**config.mk**
```make
export PLATFORM = sky130hd
export DESIGN_NAME = itch_packet_rx_flat
export DESIGN_NICKNAME = d
export VERILOG_FILES = /design/src/rtl/itch_packet_rx_if.sv /design/src/rtl/itch_packet_rx.sv /design/src/flat_wrapper.sv
export SDC_FILE = /design/constraint.sdc
export NUM_CORES = 1
export LEC_CHECK = 0
export ABC_CLOCK_PERIOD_IN_PS = 1300
export BUFFER_PORTS_ARGS = -buffer_cell sky130_fd_sc_hd__buf_2
export CAP_MARGIN = 25
export CORE_ASPECT_RATIO = 1.1
export CORE_UTILIZATION = 44
export CTS_BUF_LIST = sky130_fd_sc_hd__clkbuf_8
export DETAILED_ROUTE_END_ITERATION = 12
export GPL_TIMING_DRIVEN = 0
export PLACE_DENSITY = 0.88
export SLEW_MARGIN = 20
export SYNTH_ARGS = -nofsm -noshare
export SYNTH_HDL_FRONTEND = slang
export SYNTH_SLANG_ARGS = --single-unit
```
**constraint.sdc**
```tcl
create_clock -name clk -period 1.3 [get_ports clk]
set_input_delay 0.13 -clock clk [delete_from_list [all_inputs] [get_ports clk]]
set_output_delay 0.13 -clock clk [all_outputs]
set_load 0.01 [all_outputs]
```
**src/rtl/itch_packet_rx_if.sv**
```systemverilog
// Beat-stream bundle between the MAC-side driver and itch_packet_rx.
// Optional byte-count signal present when ITCH_RX_BYTE_CNT_EN is defined.
interface itch_packet_rx_if #(
    parameter int DATA_W    = 64,
    parameter int LEN_W     = 3,
    parameter int CNT_W     = 7,
    parameter int PKT_CNT_W = 16
);
    logic [DATA_W-1:0]    rx_data_net;
    logic                 rx_sof_net;
    logic                 rx_eof_net;
    logic [LEN_W-1:0]     rx_len_net;
    logic                 rx_vld_net;

    logic [DATA_W-1:0]    out_data;
    logic                 out_vld;
    logic                 out_sof;
    logic                 out_eof;
    logic [DATA_W/8-1:0]  out_keep;
    logic [CNT_W-1:0]     beat_cnt;
    logic [PKT_CNT_W-1:0] pkt_cnt;
    logic                 err_orphan;
    logic                 err_restart;
`ifdef ITCH_RX_BYTE_CNT_EN
    logic [CNT_W+LEN_W-1:0] last_pkt_bytes;
`endif

    modport master (
        output rx_data_net, rx_sof_net, rx_eof_net, rx_len_net, rx_vld_net,
        input  out_data, out_vld, out_sof, out_eof, out_keep,
               beat_cnt, pkt_cnt, err_orphan, err_restart
`ifdef ITCH_RX_BYTE_CNT_EN
        , input last_pkt_bytes
`endif
    );

    modport slave (
        input  rx_data_net, rx_sof_net, rx_eof_net, rx_len_net, rx_vld_net,
        output out_data, out_vld, out_sof, out_eof, out_keep,
               beat_cnt, pkt_cnt, err_orphan, err_restart
`ifdef ITCH_RX_BYTE_CNT_EN
        , output last_pkt_bytes
`endif
    );
endinterface

```
**src/rtl/itch_packet_rx.sv**
```systemverilog
// ITCH packet receive front-end: framing FSM, last-beat byte masking, beat/packet counters.
// Define ITCH_RX_BYTE_CNT_EN to add the last_pkt_bytes output.
module itch_packet_rx #(
    parameter int DATA_W    = 64,
    parameter int LEN_W     = 3,
    parameter int CNT_W     = 7,
    parameter int PKT_CNT_W = 16
) (
    input  logic              clk,
    input  logic              rst,
    itch_packet_rx_if.slave   bus
);
    localparam int KEEP_W = DATA_W / 8;
    localparam logic [CNT_W-1:0] CNT_MAX = '1;

    typedef enum logic {IDLE, IN_PKT} state_t;

    state_t               state_q;
    logic [DATA_W-1:0]    data_q,  data_d;
    logic [KEEP_W-1:0]    keep_q,  keep_d;
    logic [CNT_W-1:0]     beat_cnt_q, beat_cnt_d;
    logic [PKT_CNT_W-1:0] pkt_cnt_q;
    logic                 vld_q, sof_q, eof_q, orphan_q, restart_q;
    logic                 start, cont, emit, done, orphan, restart;
`ifdef ITCH_RX_BYTE_CNT_EN
    logic [CNT_W+LEN_W-1:0] bytes_q, bytes_d;
    logic                   sat;
`endif

    always_comb begin
        start   = bus.rx_vld_net & bus.rx_sof_net;
        cont    = bus.rx_vld_net & ~bus.rx_sof_net & (state_q == IN_PKT);
        orphan  = bus.rx_vld_net & ~bus.rx_sof_net & (state_q == IDLE);
        restart = start & (state_q == IN_PKT);
        emit    = start | cont;
        done    = emit & bus.rx_eof_net;

        keep_d = '1;
        data_d = bus.rx_data_net;
        for (int b = 0; b < KEEP_W; b++) begin
            keep_d[b] = ~bus.rx_eof_net | (b <= int'(bus.rx_len_net));
            if (!keep_d[b]) data_d[b*8 +: 8] = 8'h00;
        end

        if (start)                    beat_cnt_d = CNT_W'(1);
        else if (beat_cnt_q == CNT_MAX) beat_cnt_d = CNT_MAX;
        else                          beat_cnt_d = beat_cnt_q + CNT_W'(1);

`ifdef ITCH_RX_BYTE_CNT_EN
        // Saturated means the true beat count has run past what beat_cnt can hold.
        sat     = cont & (beat_cnt_q == CNT_MAX);
        bytes_d = {beat_cnt_d - CNT_W'(1), LEN_W'(0)}
                + (CNT_W+LEN_W)'(bus.rx_len_net) + (CNT_W+LEN_W)'(1);
        if (sat) bytes_d = '1;
`endif
    end

    always_ff @(posedge clk) begin
        if (rst) begin
            state_q    <= IDLE;
            data_q     <= '0;
            keep_q     <= '0;
            beat_cnt_q <= '0;
            pkt_cnt_q  <= '0;
            vld_q      <= 1'b0;
            sof_q      <= 1'b0;
            eof_q      <= 1'b0;
            orphan_q   <= 1'b0;
            restart_q  <= 1'b0;
`ifdef ITCH_RX_BYTE_CNT_EN
            bytes_q    <= '0;
`endif
        end else begin
            vld_q     <= emit;
            sof_q     <= start;
            eof_q     <= done;
            orphan_q  <= orphan;
            restart_q <= restart;
            if (emit) begin
                data_q     <= data_d;
                keep_q     <= keep_d;
                beat_cnt_q <= beat_cnt_d;
            end
            if (done) begin
                pkt_cnt_q <= pkt_cnt_q + PKT_CNT_W'(1);
`ifdef ITCH_RX_BYTE_CNT_EN
                bytes_q   <= bytes_d;
`endif
            end
            // A restart re-enters exactly like a fresh sof from IDLE.
            if (start)     state_q <= bus.rx_eof_net ? IDLE : IN_PKT;
            else if (done) state_q <= IDLE;
        end
    end

    assign bus.out_data    = data_q;
    assign bus.out_keep    = keep_q;
    assign bus.out_vld     = vld_q;
    assign bus.out_sof     = sof_q;
    assign bus.out_eof     = eof_q;
    assign bus.beat_cnt    = beat_cnt_q;
    assign bus.pkt_cnt     = pkt_cnt_q;
    assign bus.err_orphan  = orphan_q;
    assign bus.err_restart = restart_q;
`ifdef ITCH_RX_BYTE_CNT_EN
    assign bus.last_pkt_bytes = bytes_q;
`endif
endmodule
```
**src/flat_wrapper.sv**
```systemverilog
// flat-port wrapper written by rule: the top's interface ports become plain ports
module itch_packet_rx_flat 
#(
    parameter int DATA_W    = 64,
    parameter int LEN_W     = 3,
    parameter int CNT_W     = 7,
    parameter int PKT_CNT_W = 16
)
  (clk, rst, bus_rx_data_net, bus_rx_sof_net, bus_rx_eof_net, bus_rx_len_net, bus_rx_vld_net, bus_out_data, bus_out_vld, bus_out_sof, bus_out_eof, bus_out_keep, bus_beat_cnt, bus_pkt_cnt, bus_err_orphan, bus_err_restart);
  itch_packet_rx_if #(.DATA_W(DATA_W), .LEN_W(LEN_W), .CNT_W(CNT_W), .PKT_CNT_W(PKT_CNT_W)) bus_i ();
  input  logic clk;
  input  logic rst;
  input wire logic [$bits(bus_i.rx_data_net)-1:0] bus_rx_data_net;
  input wire logic [$bits(bus_i.rx_sof_net)-1:0] bus_rx_sof_net;
  input wire logic [$bits(bus_i.rx_eof_net)-1:0] bus_rx_eof_net;
  input wire logic [$bits(bus_i.rx_len_net)-1:0] bus_rx_len_net;
  input wire logic [$bits(bus_i.rx_vld_net)-1:0] bus_rx_vld_net;
  output wire logic [$bits(bus_i.out_data)-1:0] bus_out_data;
  output wire logic [$bits(bus_i.out_vld)-1:0] bus_out_vld;
  output wire logic [$bits(bus_i.out_sof)-1:0] bus_out_sof;
  output wire logic [$bits(bus_i.out_eof)-1:0] bus_out_eof;
  output wire logic [$bits(bus_i.out_keep)-1:0] bus_out_keep;
  output wire logic [$bits(bus_i.beat_cnt)-1:0] bus_beat_cnt;
  output wire logic [$bits(bus_i.pkt_cnt)-1:0] bus_pkt_cnt;
  output wire logic [$bits(bus_i.err_orphan)-1:0] bus_err_orphan;
  output wire logic [$bits(bus_i.err_restart)-1:0] bus_err_restart;
  assign bus_i.rx_data_net = bus_rx_data_net;
  assign bus_i.rx_sof_net = bus_rx_sof_net;
  assign bus_i.rx_eof_net = bus_rx_eof_net;
  assign bus_i.rx_len_net = bus_rx_len_net;
  assign bus_i.rx_vld_net = bus_rx_vld_net;
  assign bus_out_data = bus_i.out_data;
  assign bus_out_vld = bus_i.out_vld;
  assign bus_out_sof = bus_i.out_sof;
  assign bus_out_eof = bus_i.out_eof;
  assign bus_out_keep = bus_i.out_keep;
  assign bus_beat_cnt = bus_i.beat_cnt;
  assign bus_pkt_cnt = bus_i.pkt_cnt;
  assign bus_err_orphan = bus_i.err_orphan;
  assign bus_err_restart = bus_i.err_restart;
  itch_packet_rx #(.DATA_W(DATA_W), .LEN_W(LEN_W), .CNT_W(CNT_W), .PKT_CNT_W(PKT_CNT_W)) u_core (.clk(clk), .rst(rst), .bus(bus_i));
endmodule
```
==> results by group, run 1 <==
Clock tree
  – Sink Count: 101
  – Htree depth: 3
  – Root buffer selected by CTS: clkbuf_8
  – Worst-path clk slew: 0.10 ns
  – Clock Path Buffers: 2
  – TritonCTS Buffers: 9
  – TritonCTS clock tree: done
  – Clk Latency, worst-skew pair: 0.36 ns

Cells and area
  – N_diodes: 0
  – Total Nets Final: 695
  – Post-Layout Inst Area: 0.00586 mm2
  – Area Overhead vs Synth: 53.7%
  – Multi-input logic area: 0.00198 mm2
  – Util after Layout: 69.6%
  – Layout fillers: 647
  – Layout cells sized above 1: 51.1%
  – FF+latch area: 0.00206 mm2

Synth
  – Top FF cell, synth: dfxtp_1
  – Synth Area per Inst: 9.34 um2
  – Post-Syn Area: 0.00381 mm2
  – Main area contributors after synthesis: dfxtp_1, a22oi_1, nor2_1, a21oi_1, nand2_1
  – Top cell type's share of synthesized area: 53.1%
  – Syn nets: 482
  – Distinct cells, synth: 47
  – FF+latch count, synth: 101
  – Sequential area share after synthesis: 53.1%
  – Post-Syn Instances: 408
  – Yosys top cell by area: dfxtp_1
  – Warnings from Yosys: 0
  – Post-synth EDFFs: 0
  – Async SR Flop Fraction: 0%

Global route
  – Met3 usage: 5.43%
  – GR Util met2: 46.2%
  – First-pass GRT wire length: 17,800 um
  – GR peak layer: met2
  – Initial antenna violation count: 0
  – Overall Global Routing Usage: 24.6%
  – Largest net degree at the start of global routing: 16
  – Met1 Use GR: 26.0%
  – Grt ovf: 0
  – Vias in the first global route: 3,867

Worst setup path
  – Critical path capture point type: flop
  – CP Data Arrival Time: 1.69 ns
  – Critical Path RT: 1.59 ns
  – CP startpoint kind: flop
  – WS Path Type: flop to flop
  – Worst-path fanout max: 4

Status
  – Failing checks: setup timing
  – Status: complete, but fails checks

Floorplanning
  – Die width: 90.7 um
  – Rows: 35
  – Die Y: 99.6 um
  – Core Region: 0.00841 mm2
  – Initial Utilization: 45.3%
  – I/O pin count: 172
  – Die ar.: 0.00904 mm2

Timing
  – Worst Slack Setup Final: -0.101 ns
  – Max Freq: 714 MHz
  – Clock skew: 0.0103 ns
  – Post-layout min period: 1.40 ns
  – TNS Setup: -0.434 ns
  – Worst slew pin tran: 0.656 ns
  – Final period util: 108%
  – Hold Slack: 0.00590 ns
  – Rel. slew slack: 56.2%
  – Setup Viol. Count Final: 16
  – Endpoints failing hold: 0
  – Max-slew violations: 0
  – RSZ-0062 raised after global routing: true

Pwr
  – Leak: 2.62 nW
  – Pwr per Cell Area: 1090 mW/mm2
  – Max VDD drop: 720 uV

Placement
  – Placement Cell Area: 0.00483 mm2
  – Pre-CTS setup slack: -0.312 ns
  – RD Place Congestion: 0.860
  – Hpwl dp: 7590 um
  – IO buf count: 169

Detailed routing
  – Detail Route Antenna Nets: 0
  – Drt first-iter violations: 141
  – Wirelength per Cell: 16.8 um
  – DR vias: 3,982
  – DRC Markers: 0
  – Detailed Route WL: 12,400 um
  – First drt pass iteration count: 4
  – Drt via density: 5.42

Min path
  – Hold WC Path Type: primary input to flop

Flow run
  – Max_cap viols: 0
==> worst max-delay path, cell delays in order, from the launching register on <==
cell and delay, ns:
dfxtp_4 0.39, ha_4 0.15, o2111a_2 0.27, nand2_2 0.08, or3_1 0.34, a21oi_1 0.12
==> state kept, by name, indices dropped and copies added (netlist names) <==
| signal | count |
|---|---|
| u_core.bus.out_data | 64 |
| u_core.bus.pkt_cnt | 16 |
| u_core.bus.out_keep | 8 |
| u_core.bus.beat_cnt | 7 |
| u_core.bus.err_orphan | 1 |
| u_core.bus.err_restart | 1 |
| u_core.bus.out_eof | 1 |
| u_core.bus.out_sof | 1 |
| u_core.bus.out_vld | 1 |
| u_core.state_q | 1 |
==> synth_stat cells, types with 2 or more instances <==
master     number
o2111ai_1       2
and4_1          2
dfxtp_1       101
nand3_1        10
buf_2           8
xor2_1          6
nor3_4          2
nand4_1         3
o21a_1          3
nand2_1        31
inv_1           3
and2_1          2
and3_1          5
buf_4           5
nor2b_1         3
a22oi_1        56
nand4b_1        2
clkbuf_1       12
xnor2_1         4
ha_1            2
buf_6           4
nor2_1         80
a21oi_1        27
or3_1           3
o21ai_0        10
==> kinds of logic after synthesis <==
logic type | count (synthesis) | synth area share, %
xor+xnor | 10 | 2.30
simple gates | 155 | 19.7
compound gates | 108 | 19.6
flops | 101 | 53.1
fa+ha+maj | 2 | 0.657
buf+inv | 32 | 4.70
==> layout make-up <==
type                    count  share of cell area (%)
clock inverters             5                    1.35
well taps                 111                    2.37
flip-flops and latches    101                    35.1
repair buffers            205                    21.6
clock buffers               9                    2.12
plain buffers              24                    3.38
inverters                   3                   0.192
multi-input cells         277                    33.9
==> worst paths after layout <==
path              cells after the start  slack (ns)              startpoint                      end
setup / recovery                      5       -0.10   u_core.bus.pkt_cnt[0]   u_core.bus.pkt_cnt[10]
hold / removal                        3       0.006     bus_rx_data_net[60]  u_core.bus.out_data[60]
setup reg to reg                      5       -0.10   u_core.bus.pkt_cnt[0]   u_core.bus.pkt_cnt[10]
hold reg to reg                       2        0.47  u_core.bus.out_data[4]   u_core.bus.out_data[4]
==> cells in the final DEF (no fill, tap or decap), types with 7 or more instances in the layout <==
| cell | instances |
|---|---|
| dfxtp_1 | 86 |
| buf_4 | 16 |
| a21oi_1 | 25 |
| buf_6 | 13 |
| a22oi_1 | 15 |
| a22oi_2 | 41 |
| clkbuf_1 | 9 |
| buf_2 | 173 |
| nor2_1 | 79 |
| dfxtp_2 | 9 |
| nand2_1 | 29 |
| clkbuf_8 | 9 |
| o21ai_0 | 7 |
| buf_12 | 10 |
==> through the flow <==
step,instances,total power [mW]
global route,735,6.59
floorplan,408,3.74
CTS,729,6.24
detailed placement,688,4.07
finish,735,6.36
global placement,688,4.04
==> repair_timing <==
action	4_1_cts	5_1_grt
cloned	3	1
endpoints found under the setup margin	82	90
resized for setup	45	73
setup buffers	26	8
pin swaps	23	27
hold buffers	4	1
hold endpoints to repair	4	1
==> per-layer routing <==
layer / wire (um) / up-vias
li1: - / 1871
met1: 4600 / 1900
met2: 6690 / 177
met3: 719 / 34
met4: 350 / 0
met5: 0 / -
==> where the power goes <==
part	leakage (nW)	total (mW)	internal (mW)	switching [mW]
combinational	1.69	0.989	0.474	0.515
clock	0.0986	2.09	1.06	1.03
sequential	0.832	3.28	3.21	0.0787
Note: power is estimated with default switching activity, not from simulation.
==> run 2, diff against run 1 <==
--- a/config.mk
+++ b/config.mk
@@ -14,6 +14,7 @@
 export DETAILED_ROUTE_END_ITERATION = 12
 export GPL_TIMING_DRIVEN = 0
 export PLACE_DENSITY = 0.88
+export SETUP_SLACK_MARGIN = 0.1
 export SLEW_MARGIN = 20
 export SYNTH_ARGS = -nofsm -noshare
 export SYNTH_HDL_FRONTEND = slang
==> run 2 against run 1 <==
Against the previous run: the flow finishes with violations (hold timing, setup timing); combinational power grew 15%; worst setup slack got worse by 0.075 ns; critical path depth grew 1; sequential share of layout area decreased by 3.0 points; power is 7.8% higher; maximum frequency shrank 5.1%; register-to-register slack got worse by 0.08 ns; clock skew fell by 0.0052 ns; critical endpoint unchanged; largest cell class is now multi-input gates; highest routed layer unchanged.
==> results by group, run 2 (synthesis gave the netlist of run 1 again) <==
Flow run
  – Max_cap viols: 0 (unchanged)

Cells and area
  – FF+latch area: 0.00205 mm2 (was 0.00206 mm2)
  – Area Overhead vs Synth: 67.8% (was 53.7%)
  – Max reg flops: 64 (unchanged)
  – Multi-input logic area: 0.00213 mm2 (was 0.00198 mm2)
  – Post-Layout Inst Area: 0.00639 mm2 (was 0.00586 mm2)
  – N_diodes: 0 (unchanged)
  – Total Nets Final: 726 (was 695)
  – Highest-count cells in the layout ignoring fill and taps: buf_2, dfxtp_1, nor2_1 (unchanged)
  – Layout fillers: 550 (was 647)
  – Layout cells sized above 1: 54.9% (was 51.1%)
  – Commonest non-fill, non-tap cell in the layout: buf_2 (unchanged)

Worst setup path
  – WS Path Type: flop to flop (unchanged)
  – Largest stage delay on the critical path: 0.35 ns (was 0.39 ns)
  – CP startpoint kind: flop (unchanged)
  – CP Data Arrival Time: 1.77 ns (was 1.69 ns)
  – Family with the most delay on the worst path: compound AO/OA/AOI/OAI gates (was simple AND/OR/NAND/NOR gates)
  – Critical Path RT: 1.59 ns (about the same)
  – R2R Path Start: u_core.state_q (was u_core.bus.pkt_cnt[0])
  – Critical path capture point type: flop (unchanged)
  – Worst-path fanout max: 6 (was 4)
  – Buf/Inv on CP: 2 (was 0)
  – Slowest CP cell: dfxtp_2 (was dfxtp_4)
  – Critical path origin: u_core.state_q (was u_core.bus.pkt_cnt[0])
  – Critical path cell sequence: buf_6 > buf_4 > o2111a_2 > nand2_2 > or3_1 > a21oi_1 (was ha_4 > o2111a_2 > nand2_2 > or3_1 > a21oi_1)

Status
  – Failing checks: hold timing, setup timing (was setup timing)
  – Status: complete, but fails checks (unchanged)

Global route
  – First-pass GRT wire length: 18,300 um (was 17,800 um)
  – Grt ovf: 0 (unchanged)
  – Largest net degree at the start of global routing: 17 (was 16)
  – Vias in the first global route: 3,856 (was 3,867)
  – Initial antenna violation count: 0 (unchanged)
  – Overall Global Routing Usage: 25.2% (was 24.6%)

Floorplanning
  – I/O pin count: 172 (unchanged)
  – Rows: 35 (unchanged)
  – Die Y: 99.6 um (unchanged)
  – Die ar.: 0.00904 mm2 (unchanged)
  – Initial Utilization: 45.3% (unchanged)
  – Die width: 90.7 um (unchanged)
  – Core Region: 0.00841 mm2 (unchanged)

Min path
  – Hold WC Path Type: primary input to flop (unchanged)
  – Min-Delay Startpoint: bus_rx_data_net[46] (was bus_rx_data_net[60])

Timing
  – Rel. slew slack: 53.4% (was 56.2%)
  – Clock skew: 0.00510 ns (was 0.0103 ns)
  – TNS Setup: -4.65 ns (was -0.434 ns)
  – Final period util: 114% (was 108%)
  – RSZ-0062 raised after global routing: true (unchanged)
  – Hold Slack: -0.00221 ns (was 0.00590 ns)
  – Endpoints failing hold: 1 (was 0)
  – Worst slew pin tran: 0.698 ns (was 0.656 ns)
  – Max Freq: 677 MHz (was 714 MHz)
  – Worst Slack Setup Final: -0.176 ns (was -0.101 ns)
  – Max-slew violations: 0 (unchanged)
  – Setup Viol. Count Final: 88 (was 16)
  – Post-layout min period: 1.48 ns (was 1.40 ns)

Placement
  – IO buf count: 169 (unchanged)
  – Placement Cell Area: 0.00495 mm2 (was 0.00483 mm2)
  – RD Place Congestion: 0.871 (was 0.860)
  – Hpwl dp: 7620 um (was 7590 um)
  – Pre-CTS setup slack: -0.311 ns (was -0.312 ns)

Detailed routing
  – Drt first-iter violations: 190 (was 141)
  – Met2 wire length: 6930 um (was 6690 um)
  – Drt via density: 5.47 (was 5.42)
  – Wirelength per Cell: 17.2 um (was 16.8 um)
  – First drt pass iteration count: 5 (was 4)
  – Detail Route Antenna Nets: 0 (unchanged)
  – WL met3: 876 um (was 719 um)
  – Top sig layer: met4 (unchanged)
  – DRC Markers: 0 (unchanged)
  – Detailed Route WL: 13,200 um (was 12,400 um)
  – Met1 wire length: 4950 um (was 4600 um)
  – DR vias: 4,201 (was 3,982)

Clock tree
  – Htree depth: 3 (unchanged)
  – TritonCTS Buffers: 9 (unchanged)
  – Sink Count: 101 (unchanged)
  – TritonCTS clock tree: done (unchanged)
  – Clk Latency, worst-skew pair: 0.37 ns (was 0.36 ns)
  – Worst-path clk slew: 0.10 ns (about the same)
  – Clock Path Buffers: 2 (unchanged)
  – Root buffer selected by CTS: clkbuf_8 (unchanged)

Pwr
  – PnR Total Power: 6.86 mW (was 6.36 mW)
  – Clock power frac: 35.4% (was 32.8%)
  – Comb pwr share: 16.6% (was 15.6%)
  – Max VDD drop: 777 uV (was 720 uV)
  – Net Sw Frac: 25.6% (was 25.5%)
  – Pwr per Cell Area: 1070 mW/mm2 (was 1090 mW/mm2)
  – Int Pwr: 5.11 mW (was 4.74 mW)
  – Sequential Power Share: 48.0% (was 51.6%)
  – Switching power: 1.75 mW (was 1.62 mW)
  – Leak: 2.85 nW (was 2.62 nW)
[run 2: layout make-up]
class	instances	area share, %
multi-input combinational	276	33.3
sequential	101	32.1
timing repair buffer	233	24.4
buffer	28	3.93
tap	111	2.17
clock buffer	10	2.15
clock inverter	6	1.72
inverter	3	0.176
[run 2: final timing paths]
path | endpoint | slack (ns) | cells past startpoint
hold reg to reg | u_core.bus.out_data[2] | 0.48 | 2
setup reg to reg | u_core.bus.pkt_cnt[10] | -0.18 | 6
setup / recovery | u_core.bus.pkt_cnt[10] | -0.18 | 6
hold / removal | u_core.bus.out_data[46] | -0.002 | 3
[run 2: per-layer routing]
metal	up-vias	GRT usage [%]
met5	-	0
met2	222	45.6
met4	0	9.68
met3	42	4.97
met1	2013	29.3
li1	1924	-
[run 2: worst min-delay path: stages]
cell	delay (ns)
buf_2	0.09
a22oi_2	0.05
nor2_1	0.07
[run 2: power groups by stage]
stage	logic, mW	registers, mW	clock network, mW
floorplan	0.372	3.40	0
global placement	0.737	3.34	0
detailed placement	0.762	3.35	0
CTS	0.954	3.28	2.42
global route	1.21	3.31	2.59
finish	1.14	3.29	2.43
[run 2: per-stage QoR]
step	util [%]	hold slack, ns	instances
after floorplan	-	0.265	408
after global placement	58.8	0.362	688
after detailed placement	58.8	0.370	688
after CTS	70.0	0.0000569	751
after global routing	76.0	-0.000757	768
final	76.0	-0.00221	768
[run 2: repair_timing]
action                                  4_1_cts  5_1_grt
resized for setup                            63       74
hold endpoints to repair                     17        6
buffers inserted                             28        5
endpoints found under the setup margin       87       97
pin swaps                                    24       50
hold buffers                                 17        6
cloned                                        3        6
